[src/rtl/mem_arbiter_pkg.sv]
// mem_arbiter_pkg: ALEN/XLEN width macros plus the shared mem_arb_types package.
// Widths may be overridden by defining ALEN/XLEN before this file is read.
`ifndef ALEN
`define ALEN 32
`endif
`ifndef XLEN
`define XLEN 32
`endif

package mem_arb_types;
    typedef enum logic {OWNER_IF, OWNER_LS} owner_t;
    typedef enum logic [1:0] {IDLE, ISSUE, WAIT} state_t;
endpackage

[src/rtl/mem_arbiter_if.sv]
// mem_arbiter_if: fetch, load-store and shared memory port signals.
// slave is the arbiter's view; master is the surrounding system's view.
interface mem_arbiter_if;
    logic               if_req_valid, if_req_ready, if_flush;
    logic [`ALEN-1:0]   if_req_addr;
    logic               if_resp_valid, if_resp_fault;
    logic [`XLEN-1:0]   if_resp_data;
    logic               ls_req_valid, ls_req_ready, ls_req_write;
    logic [`ALEN-1:0]   ls_req_addr;
    logic [`XLEN-1:0]   ls_req_wdata;
    logic [`XLEN/8-1:0] ls_req_wmask;
    logic               ls_resp_valid, ls_resp_fault;
    logic [`XLEN-1:0]   ls_resp_data;
    logic               mem_req_valid, mem_req_ready, mem_write;
    logic [`ALEN-1:0]   mem_addr;
    logic [`XLEN-1:0]   mem_wdata;
    logic [`XLEN/8-1:0] mem_wmask;
    logic               mem_resp_valid, mem_resp_fault;
    logic [`XLEN-1:0]   mem_resp_data;

    modport slave (
        input  if_req_valid, if_req_addr, if_flush,
               ls_req_valid, ls_req_addr, ls_req_write, ls_req_wdata, ls_req_wmask,
               mem_req_ready, mem_resp_valid, mem_resp_data, mem_resp_fault,
        output if_req_ready, if_resp_valid, if_resp_data, if_resp_fault,
               ls_req_ready, ls_resp_valid, ls_resp_data, ls_resp_fault,
               mem_req_valid, mem_addr, mem_write, mem_wdata, mem_wmask
    );
    modport master (
        output if_req_valid, if_req_addr, if_flush,
               ls_req_valid, ls_req_addr, ls_req_write, ls_req_wdata, ls_req_wmask,
               mem_req_ready, mem_resp_valid, mem_resp_data, mem_resp_fault,
        input  if_req_ready, if_resp_valid, if_resp_data, if_resp_fault,
               ls_req_ready, ls_resp_valid, ls_resp_data, ls_resp_fault,
               mem_req_valid, mem_addr, mem_write, mem_wdata, mem_wmask
    );
endinterface

[src/rtl/mem_arbiter_arb_grant2.sv]
// arb_grant2: one-hot grant between IF (bit 0) and LS (bit 1).
// MEM_ARB_ROUND_ROBIN_EN selects round-robin on i_last; otherwise LS has fixed priority.
module arb_grant2
    import mem_arb_types::*;
(
    input  logic [1:0] i_valid,
`ifdef MEM_ARB_ROUND_ROBIN_EN
    input  owner_t     i_last,
`endif
    output logic [1:0] o_grant
);
`ifdef MEM_ARB_ROUND_ROBIN_EN
    always_comb o_grant = &i_valid ? (i_last == OWNER_LS ? 2'b01 : 2'b10) : i_valid;
`else
    always_comb o_grant = i_valid[1] ? 2'b10 : i_valid;
`endif
endmodule

[src/rtl/mem_arbiter.sv]
// mem_arbiter: shares one memory port between fetch and load-store, one transaction in flight.
// MEM_ARB_ROUND_ROBIN_EN enables round-robin grant; default is LS-over-IF fixed priority.
module mem_arbiter
    import mem_arb_types::*;
(
    input logic          clk,
    input logic          rst,
    mem_arbiter_if.slave bus
);
    state_t             r_state, w_next;
    owner_t             r_owner;
    logic               r_drop, r_if_resp, r_ls_resp, r_write, r_fault;
    logic [`ALEN-1:0]   r_addr;
    logic [`XLEN-1:0]   r_wdata, r_rdata;
    logic [`XLEN/8-1:0] r_wmask;
    logic [1:0]         w_grant;
    logic               w_accept, w_done, w_take_ls;

    // a flushed fetch is never offered for grant
`ifdef MEM_ARB_ROUND_ROBIN_EN
    owner_t r_last;
    arb_grant2 u_grant (
        .i_valid ({bus.ls_req_valid, bus.if_req_valid & ~bus.if_flush}),
        .i_last  (r_last),
        .o_grant (w_grant)
    );
    always_ff @(posedge clk)
        if (rst) r_last <= OWNER_IF;
        else if (w_accept) r_last <= w_take_ls ? OWNER_LS : OWNER_IF;
`else
    arb_grant2 u_grant (
        .i_valid ({bus.ls_req_valid, bus.if_req_valid & ~bus.if_flush}),
        .o_grant (w_grant)
    );
`endif

    always_ff @(posedge clk) r_state <= rst ? IDLE : w_next;

    always_comb begin
        w_accept  = r_state == IDLE && !rst && |w_grant;
        w_take_ls = w_grant[1];
        w_done    = r_state == WAIT && bus.mem_resp_valid;
        w_next    = r_state == IDLE  ? (w_accept ? ISSUE : IDLE) :
                    r_state == ISSUE ? (bus.mem_req_ready ? WAIT : ISSUE) :
                                       (w_done ? IDLE : WAIT);
    end

    always_comb begin
        bus.if_req_ready  = w_accept & w_grant[0];
        bus.ls_req_ready  = w_accept & w_grant[1];
        bus.mem_req_valid = r_state == ISSUE;
        bus.mem_addr      = r_addr;
        bus.mem_write     = r_write;
        bus.mem_wdata     = r_wdata;
        bus.mem_wmask     = r_wmask;
        bus.if_resp_valid = r_if_resp;
        bus.if_resp_data  = r_rdata;
        bus.if_resp_fault = r_fault;
        bus.ls_resp_valid = r_ls_resp;
        bus.ls_resp_data  = r_rdata;
        bus.ls_resp_fault = r_fault;
    end

    // a flush landing in the response cycle itself suppresses the pulse directly
    always_ff @(posedge clk) begin
        if (rst) begin
            r_drop    <= 1'b0;
            r_if_resp <= 1'b0;
            r_ls_resp <= 1'b0;
        end else begin
            r_if_resp <= w_done && r_owner == OWNER_IF && !r_drop && !bus.if_flush;
            r_ls_resp <= w_done && r_owner == OWNER_LS;
            r_drop    <= r_state != IDLE && w_next != IDLE &&
                         (r_drop || (bus.if_flush && r_owner == OWNER_IF));
        end
    end

    always_ff @(posedge clk) begin
        if (w_accept) begin
            r_owner <= w_take_ls ? OWNER_LS : OWNER_IF;
            r_addr  <= w_take_ls ? bus.ls_req_addr : bus.if_req_addr;
            r_write <= w_take_ls & bus.ls_req_write;
            r_wdata <= bus.ls_req_wdata;
            r_wmask <= w_take_ls ? bus.ls_req_wmask : '0;
        end
        if (w_done) begin
            r_rdata <= bus.mem_resp_data;
            r_fault <= bus.mem_resp_fault;
        end
    end
endmodule
[src/flat_wrapper.sv]
// flat-port wrapper written by rule: the top's interface ports become plain ports
module mem_arbiter_flat import mem_arb_types::*;
  (clk, rst, bus_if_req_valid, bus_if_req_addr, bus_if_flush, bus_ls_req_valid, bus_ls_req_addr, bus_ls_req_write, bus_ls_req_wdata, bus_ls_req_wmask, bus_mem_req_ready, bus_mem_resp_valid, bus_mem_resp_data, bus_mem_resp_fault, bus_if_req_ready, bus_if_resp_valid, bus_if_resp_data, bus_if_resp_fault, bus_ls_req_ready, bus_ls_resp_valid, bus_ls_resp_data, bus_ls_resp_fault, bus_mem_req_valid, bus_mem_addr, bus_mem_write, bus_mem_wdata, bus_mem_wmask);
  mem_arbiter_if bus_i ();
  input logic clk;
  input logic rst;
  input wire logic [$bits(bus_i.if_req_valid)-1:0] bus_if_req_valid;
  input wire logic [$bits(bus_i.if_req_addr)-1:0] bus_if_req_addr;
  input wire logic [$bits(bus_i.if_flush)-1:0] bus_if_flush;
  input wire logic [$bits(bus_i.ls_req_valid)-1:0] bus_ls_req_valid;
  input wire logic [$bits(bus_i.ls_req_addr)-1:0] bus_ls_req_addr;
  input wire logic [$bits(bus_i.ls_req_write)-1:0] bus_ls_req_write;
  input wire logic [$bits(bus_i.ls_req_wdata)-1:0] bus_ls_req_wdata;
  input wire logic [$bits(bus_i.ls_req_wmask)-1:0] bus_ls_req_wmask;
  input wire logic [$bits(bus_i.mem_req_ready)-1:0] bus_mem_req_ready;
  input wire logic [$bits(bus_i.mem_resp_valid)-1:0] bus_mem_resp_valid;
  input wire logic [$bits(bus_i.mem_resp_data)-1:0] bus_mem_resp_data;
  input wire logic [$bits(bus_i.mem_resp_fault)-1:0] bus_mem_resp_fault;
  output wire logic [$bits(bus_i.if_req_ready)-1:0] bus_if_req_ready;
  output wire logic [$bits(bus_i.if_resp_valid)-1:0] bus_if_resp_valid;
  output wire logic [$bits(bus_i.if_resp_data)-1:0] bus_if_resp_data;
  output wire logic [$bits(bus_i.if_resp_fault)-1:0] bus_if_resp_fault;
  output wire logic [$bits(bus_i.ls_req_ready)-1:0] bus_ls_req_ready;
  output wire logic [$bits(bus_i.ls_resp_valid)-1:0] bus_ls_resp_valid;
  output wire logic [$bits(bus_i.ls_resp_data)-1:0] bus_ls_resp_data;
  output wire logic [$bits(bus_i.ls_resp_fault)-1:0] bus_ls_resp_fault;
  output wire logic [$bits(bus_i.mem_req_valid)-1:0] bus_mem_req_valid;
  output wire logic [$bits(bus_i.mem_addr)-1:0] bus_mem_addr;
  output wire logic [$bits(bus_i.mem_write)-1:0] bus_mem_write;
  output wire logic [$bits(bus_i.mem_wdata)-1:0] bus_mem_wdata;
  output wire logic [$bits(bus_i.mem_wmask)-1:0] bus_mem_wmask;
  assign bus_i.if_req_valid = bus_if_req_valid;
  assign bus_i.if_req_addr = bus_if_req_addr;
  assign bus_i.if_flush = bus_if_flush;
  assign bus_i.ls_req_valid = bus_ls_req_valid;
  assign bus_i.ls_req_addr = bus_ls_req_addr;
  assign bus_i.ls_req_write = bus_ls_req_write;
  assign bus_i.ls_req_wdata = bus_ls_req_wdata;
  assign bus_i.ls_req_wmask = bus_ls_req_wmask;
  assign bus_i.mem_req_ready = bus_mem_req_ready;
  assign bus_i.mem_resp_valid = bus_mem_resp_valid;
  assign bus_i.mem_resp_data = bus_mem_resp_data;
  assign bus_i.mem_resp_fault = bus_mem_resp_fault;
  assign bus_if_req_ready = bus_i.if_req_ready;
  assign bus_if_resp_valid = bus_i.if_resp_valid;
  assign bus_if_resp_data = bus_i.if_resp_data;
  assign bus_if_resp_fault = bus_i.if_resp_fault;
  assign bus_ls_req_ready = bus_i.ls_req_ready;
  assign bus_ls_resp_valid = bus_i.ls_resp_valid;
  assign bus_ls_resp_data = bus_i.ls_resp_data;
  assign bus_ls_resp_fault = bus_i.ls_resp_fault;
  assign bus_mem_req_valid = bus_i.mem_req_valid;
  assign bus_mem_addr = bus_i.mem_addr;
  assign bus_mem_write = bus_i.mem_write;
  assign bus_mem_wdata = bus_i.mem_wdata;
  assign bus_mem_wmask = bus_i.mem_wmask;
  mem_arbiter u_core (.clk(clk), .rst(rst), .bus(bus_i));
endmodule
[config.mk]
export PLATFORM = sky130hd
export DESIGN_NAME = mem_arbiter_flat
export DESIGN_NICKNAME = d
export VERILOG_FILES = /design/src/rtl/mem_arbiter_pkg.sv /design/src/rtl/mem_arbiter_if.sv /design/src/rtl/mem_arbiter_arb_grant2.sv /design/src/rtl/mem_arbiter.sv /design/src/flat_wrapper.sv
export SDC_FILE = /design/constraint.sdc
export NUM_CORES = 1
export LEC_CHECK = 0
export ABC_AREA = 1
export CAP_MARGIN = 30
export CELL_PAD_IN_SITES_DETAIL_PLACEMENT = 1
export CELL_PAD_IN_SITES_GLOBAL_PLACEMENT = 1
export CORE_UTILIZATION = 28
export DETAILED_ROUTE_END_ITERATION = 10
export PLACE_DENSITY = 0.93
export SKIP_CTS_REPAIR_TIMING = 1
export SLEW_MARGIN = 20
export SYNTH_ARGS = -nofsm -noshare
export SYNTH_HDL_FRONTEND = slang
export SYNTH_SLANG_ARGS = --single-unit
[constraint.sdc]
create_clock -name clk -period 8.5 [get_ports clk]
set_clock_uncertainty 0.05 [all_clocks]
set_input_delay 2.125 -clock clk [delete_from_list [all_inputs] [get_ports clk]]
set_output_delay 2.125 -clock clk [all_outputs]
set_load 0.005 [all_outputs]
After elaboration in Yosys (flattened, before gate mapping)
Cells that the tools add are included.
Cells by class
  eq/ne operators: 2
  mux-type cells: 8
  bitwise operators: 6
  reduce and logical (&&, ||, !) cells: 18
Operators with widths (count)
  32-bit 2-to-1 mux: 1
  1-bit logical AND: 10
  2-bit 2-to-1 mux: 5
  1-bit bitwise AND: 4
  2-bit nonzero test: 2
  1-bit logical NOT: 3
  2-bit by 1-bit equality test with 1-bit output, second input constant: 1
  2-bit equality test, second input constant: 1
  2-bit logical NOT: 1
  1-bit 2-to-1 mux: 2
  1-bit inverter: 2
  2-bit OR reduction: 1
  1-bit logical OR: 1
Storage, ports and cells
  register bits: 108
  bits of input ports: 141
  output and inout bits: 140
  logic and storage cells: 45

Logic depth before layout (Yosys ltp)
  word-level depth: 10
  depth in mapped cells: 5
  depth with buffers taken out: 5

Modules after synthesis
A second synthesis with hierarchy kept.
Second synthesis, totals
  cells, all modules: 290
  area total of the unflattened synthesis: 4048.9 um^2
Modules (own cells, without submodules)
  mem_arbiter: times used 1, cells an instance 287, area each 4031.4 um^2, sequential area each 3193.1 um^2
  arb_grant2: times used 1, cells an instance 3, area each 17.5 um^2, sequential area each 0.0 um^2

Worst setup path before layout
Ideal clock, no wire load.
  path kind: input port to output port
  start point: input bus_ls_req_valid
  end point: output bus_if_req_ready
  data arrival time: 2488 ps
  required time: 6325 ps
  setup slack: 3837 ps
  cell stages on the path: 2
  buffers on the path: 1
  path through: buf_4 nor3_1
On the way
  cells in the longest elaborated chain, start to end: 4
RTL lines
  start, declared: line flat_wrapper.sv:10  | input wire logic [$bits(bus_i.ls_req_valid)-1:0] bus_ls_req_valid;
  2-bit 2-to-1 mux (*): line mem_arbiter_arb_grant2.sv:15  | always_comb o_grant = i_valid[1] ? 2'b10 : i_valid;
  2-bit OR reduction: line mem_arbiter.sv:40  | w_accept = r_state == IDLE && !rst && |w_grant;
  1-bit logical AND: line mem_arbiter.sv:40
  1-bit bitwise AND (*): line mem_arbiter.sv:49  | bus.if_req_ready = w_accept & w_grant[0];
  end, declared: line flat_wrapper.sv:19  | output wire logic [$bits(bus_i.if_req_ready)-1:0] bus_if_req_ready;
Every way passes the cells marked *; elsewhere a longest branch is shown, timed or not.

Final worst setup path
  start point: input bus_ls_req_valid
  end point: output bus_ls_req_ready
On the way
  cells in the longest elaborated chain, start to end: 4
RTL lines
  2-bit 2-to-1 mux (*): line mem_arbiter_arb_grant2.sv:15
  2-bit OR reduction: line mem_arbiter.sv:40
  1-bit logical AND: line mem_arbiter.sv:40
  1-bit bitwise AND (*): line mem_arbiter.sv:50  | bus.ls_req_ready = w_accept & w_grant[1];
  end, declared: line flat_wrapper.sv:23  | output wire logic [$bits(bus_i.ls_req_ready)-1:0] bus_ls_req_ready;
Marked as above.

==> flow_metrics.py <==
metrics = {
    "outcome": {
        "outcome": "complete, no violations",
    },
    "pwr": {
        "p_sw_uw": 257,
        "leakage_nw": 2.68,
        "power_frac_seq": 0.516,
        "power.density_mw_per_mm2": 172,
        "internal_power_uw": 959,
        "power_mw": 1.22,
        "peakVddDrop_mv": 0.0743,
        "p_comb_frac": 0.142,
        "swShare": 0.212,
        "pwr-share-clk": 0.342,
    },
    "worst_setup_path": {
        "crit_arrival_ps": 3730,
        "ff2ff_setup_slack_ps": 6300,
        "reg2reg_to": "u_core.bus.mem_wdata[10]",
        "cp-end-kind": "primary output",
        "r2r_start": "u_core.r_state[0]",
        "r2r_cells": 6,
        "crit_path_max_fanout": 22,
        "worstSetupPathType": "in -> out",
        "crit_path_start_kind": "input pin",
        "cp.required_ps": 6330,
    },
    "synth": {
        "ys_ff_latch": 108,
        "ys_warn_count": 0,
        "synth.area.top_cells": "edfxtp_1, nand2_1, buf_4, dfxtp_1, inv_1",
        "postSynthAreaPerCell_um2": 14.1,
        "ys_top_cells_by_count": "nand2_1, edfxtp_1, buf_4",
        "synth_top_cell_by_area": "edfxtp_1",
        "synth.net_count": 425,
        "ys_seq_area_frac": 0.796,
        "synth_edf_count": 103,
        "ys.flop_type": "edfxtp_1",
        "synth_cell_type_count": 12,
        "yosysTopAreaCellShare": 0.771,
        "synth.most_common_cell": "nand2_1",
        "syn_area_mm2": 0.00401,
        "synthCells": 284,
        "ys_async_sr_fraction": 0,
    },
    "cts": {
        "path_clk_slew_ps": 70,
        "cts-root-buf": "clkbuf_16",
        "clock_latency_ps": 340,
        "numCtsBuffers": 9,
        "cts_buffer_depth": 2,
        "h-tree-depth": 3,
        "clock_sinks": 108,
        "cts_tree": "done",
    },
    "sta": {
        "timing.final.hold_violations": 0,
        "tightestPinTransition_ps": 587,
        "fin_crit_ps": 5900,
        "grt_setup_unrepaired": "no",
        "fmax_mhz": 169,
        "setup_violations": 0,
        "relSlewSlack": 0.608,
        "fin_crit_sh": 0.694,
        "drv_slew": 0,
        "tns_ps": 0,
        "fin_ws_ps": 2600,
    },
    "floorplanning": {
        "start_util": 0.288,
        "dieArea_mm2": 0.0148,
        "placementRows": 43,
        "core_area_mm2": 0.0139,
        "fp.dieW_um": 122,
        "pin_count": 281,
        "die_h_um": 122,
    },
    "detailed_routing": {
        "drt_pass1_iterations": 4,
        "drt_wl_total_um": 12800,
        "wl_per_cell_um": 17.6,
        "first_iter_violations": 144,
        "drc_errors": 0,
        "ant_nets": 0,
        "dr_total_vias": 3065,
        "vias_per_cell": 4.23,
    },
    "placement": {
        "io_buffers": 280,
        "gp_congestion": 0.731,
        "pre_cts_slack_ps": 2020,
        "dp_cells": 708,
        "dp_hpwl_um": 10400,
    },
    "finish": {
        "fin_nets": 681,
        "antenna_cells": 0,
        "final_layout_size_suffix_gt1_frac": 0.0367,
        "layout.cells.non_filler": 725,
        "areaGrowthSynthToFinish_pct": 76.5,
    },
    "run": {
        "maxCapViolations": 0,
    },
    "min_path": {
        "min_path_type": "reg -> reg",
        "hold_end": "u_core.bus.if_resp_valid",
        "min_from": "u_core.r_owner",
        "hold_path_depth": 3,
    },
    "global_routing": {
        "grt_pass1_vias": 3292,
        "globalRoute.totalOverflow": 0,
        "grt_start_max_net_pins": 46,
        "grt_pass1_wl_um": 18300,
        "grtUsageTotal": 0.172,
        "antenna_found_initial": 0,
    },
}
cell usage in the layout, fill, tap and decap left out, types with 3 or more instances in the layout:
cell and count:
nor2_1 6, clkbuf_16 9, nor3_1 3, edfxtp_1 103, buf_4 4, inv_1 13, nand2_1 108, clkdlybuf4s50_1 280
dfxtp_1 5
cells by family (layout without fill, tap and decap cells):
logic type / Yosys count / count (layout) / synth area share
and+or+nand+nor: 119 / 119 / 0.113
buffers and inverters: 55 / 316 / 0.0883
AOI/OAI and AO/OA: 2 / 2 / 0.00250
DFF: 108 / 108 / 0.796
per-stage QoR:
| stage | area, µm² | hold WS [ps] | util |
|---|---|---|---|
| after floorplan | 4010 | 426 | - |
| after global placement | 6770 | 454 | 0.486 |
| after detailed placement | 6770 | 487 | 0.486 |
| after CTS | 7060 | 496 | 0.507 |
| after global routing | 7080 | 531 | 0.508 |
| final | 7080 | 491 | 0.508 |
area by class of cell:
class                           instances  area [µm²]
Tap cell                              180         225
Sequential cell                       108        3190
Inverter                               15        56.3
Clock inverter                          6        62.6
Multi-Input combinational cell        121         463
Timing Repair Buffer                  285        2850
Clock buffer                           10         229
Fill cell                            1412        6860
worst max-delay path: stages:
cell	delay, ps
clkdlybuf4s50_1	690
buf_8	230
inv_2	50
nor2_1	110
clkdlybuf4s50_1	520
power by group through the flow:
stage          Clock [mW]  Combinational [mW]  Sequential [mW]
4_1_cts             0.429               0.175            0.629
6_report            0.416               0.172            0.628
2_1_floorplan           0              0.0365            0.643
3_3_place_gp            0               0.167            0.638
3_5_place_dp            0               0.174            0.641
5_1_grt             0.442               0.186            0.631
sequential cells by signal, indices dropped and copies added (netlist names), 2 cells and up:
signal / flops
u_core.bus.mem_wmask: 4
u_core.r_state: 2
u_core.bus.mem_wdata: 32
u_core.bus.if_resp_data: 32
u_core.bus.mem_addr: 32
how the worst max path moves through the flow:
stage | slack (ps) | depth (start not counted) | startpoint | to
after detailed placement | 2020 | 4 | bus_ls_req_valid | bus_if_req_ready
after CTS | 2020 | 4 | bus_ls_req_valid | bus_if_req_ready
final | 2600 | 5 | bus_ls_req_valid | bus_ls_req_ready
after global routing | 2510 | 5 | bus_ls_req_valid | bus_ls_req_ready
after global placement | 2110 | 4 | bus_ls_req_valid | bus_if_req_ready
after floorplan | 3840 | 2 | bus_ls_req_valid | bus_if_req_ready
routing by layer:
metal  vias up  global-route usage  share of wire
met5         -                   0              0
met4         0              0.0733          0.020
met3        20              0.0529          0.081
met2       175               0.342           0.57
met1      1443               0.159           0.33
li1       1427                   -              -
(Power assumes the default switching activity.)
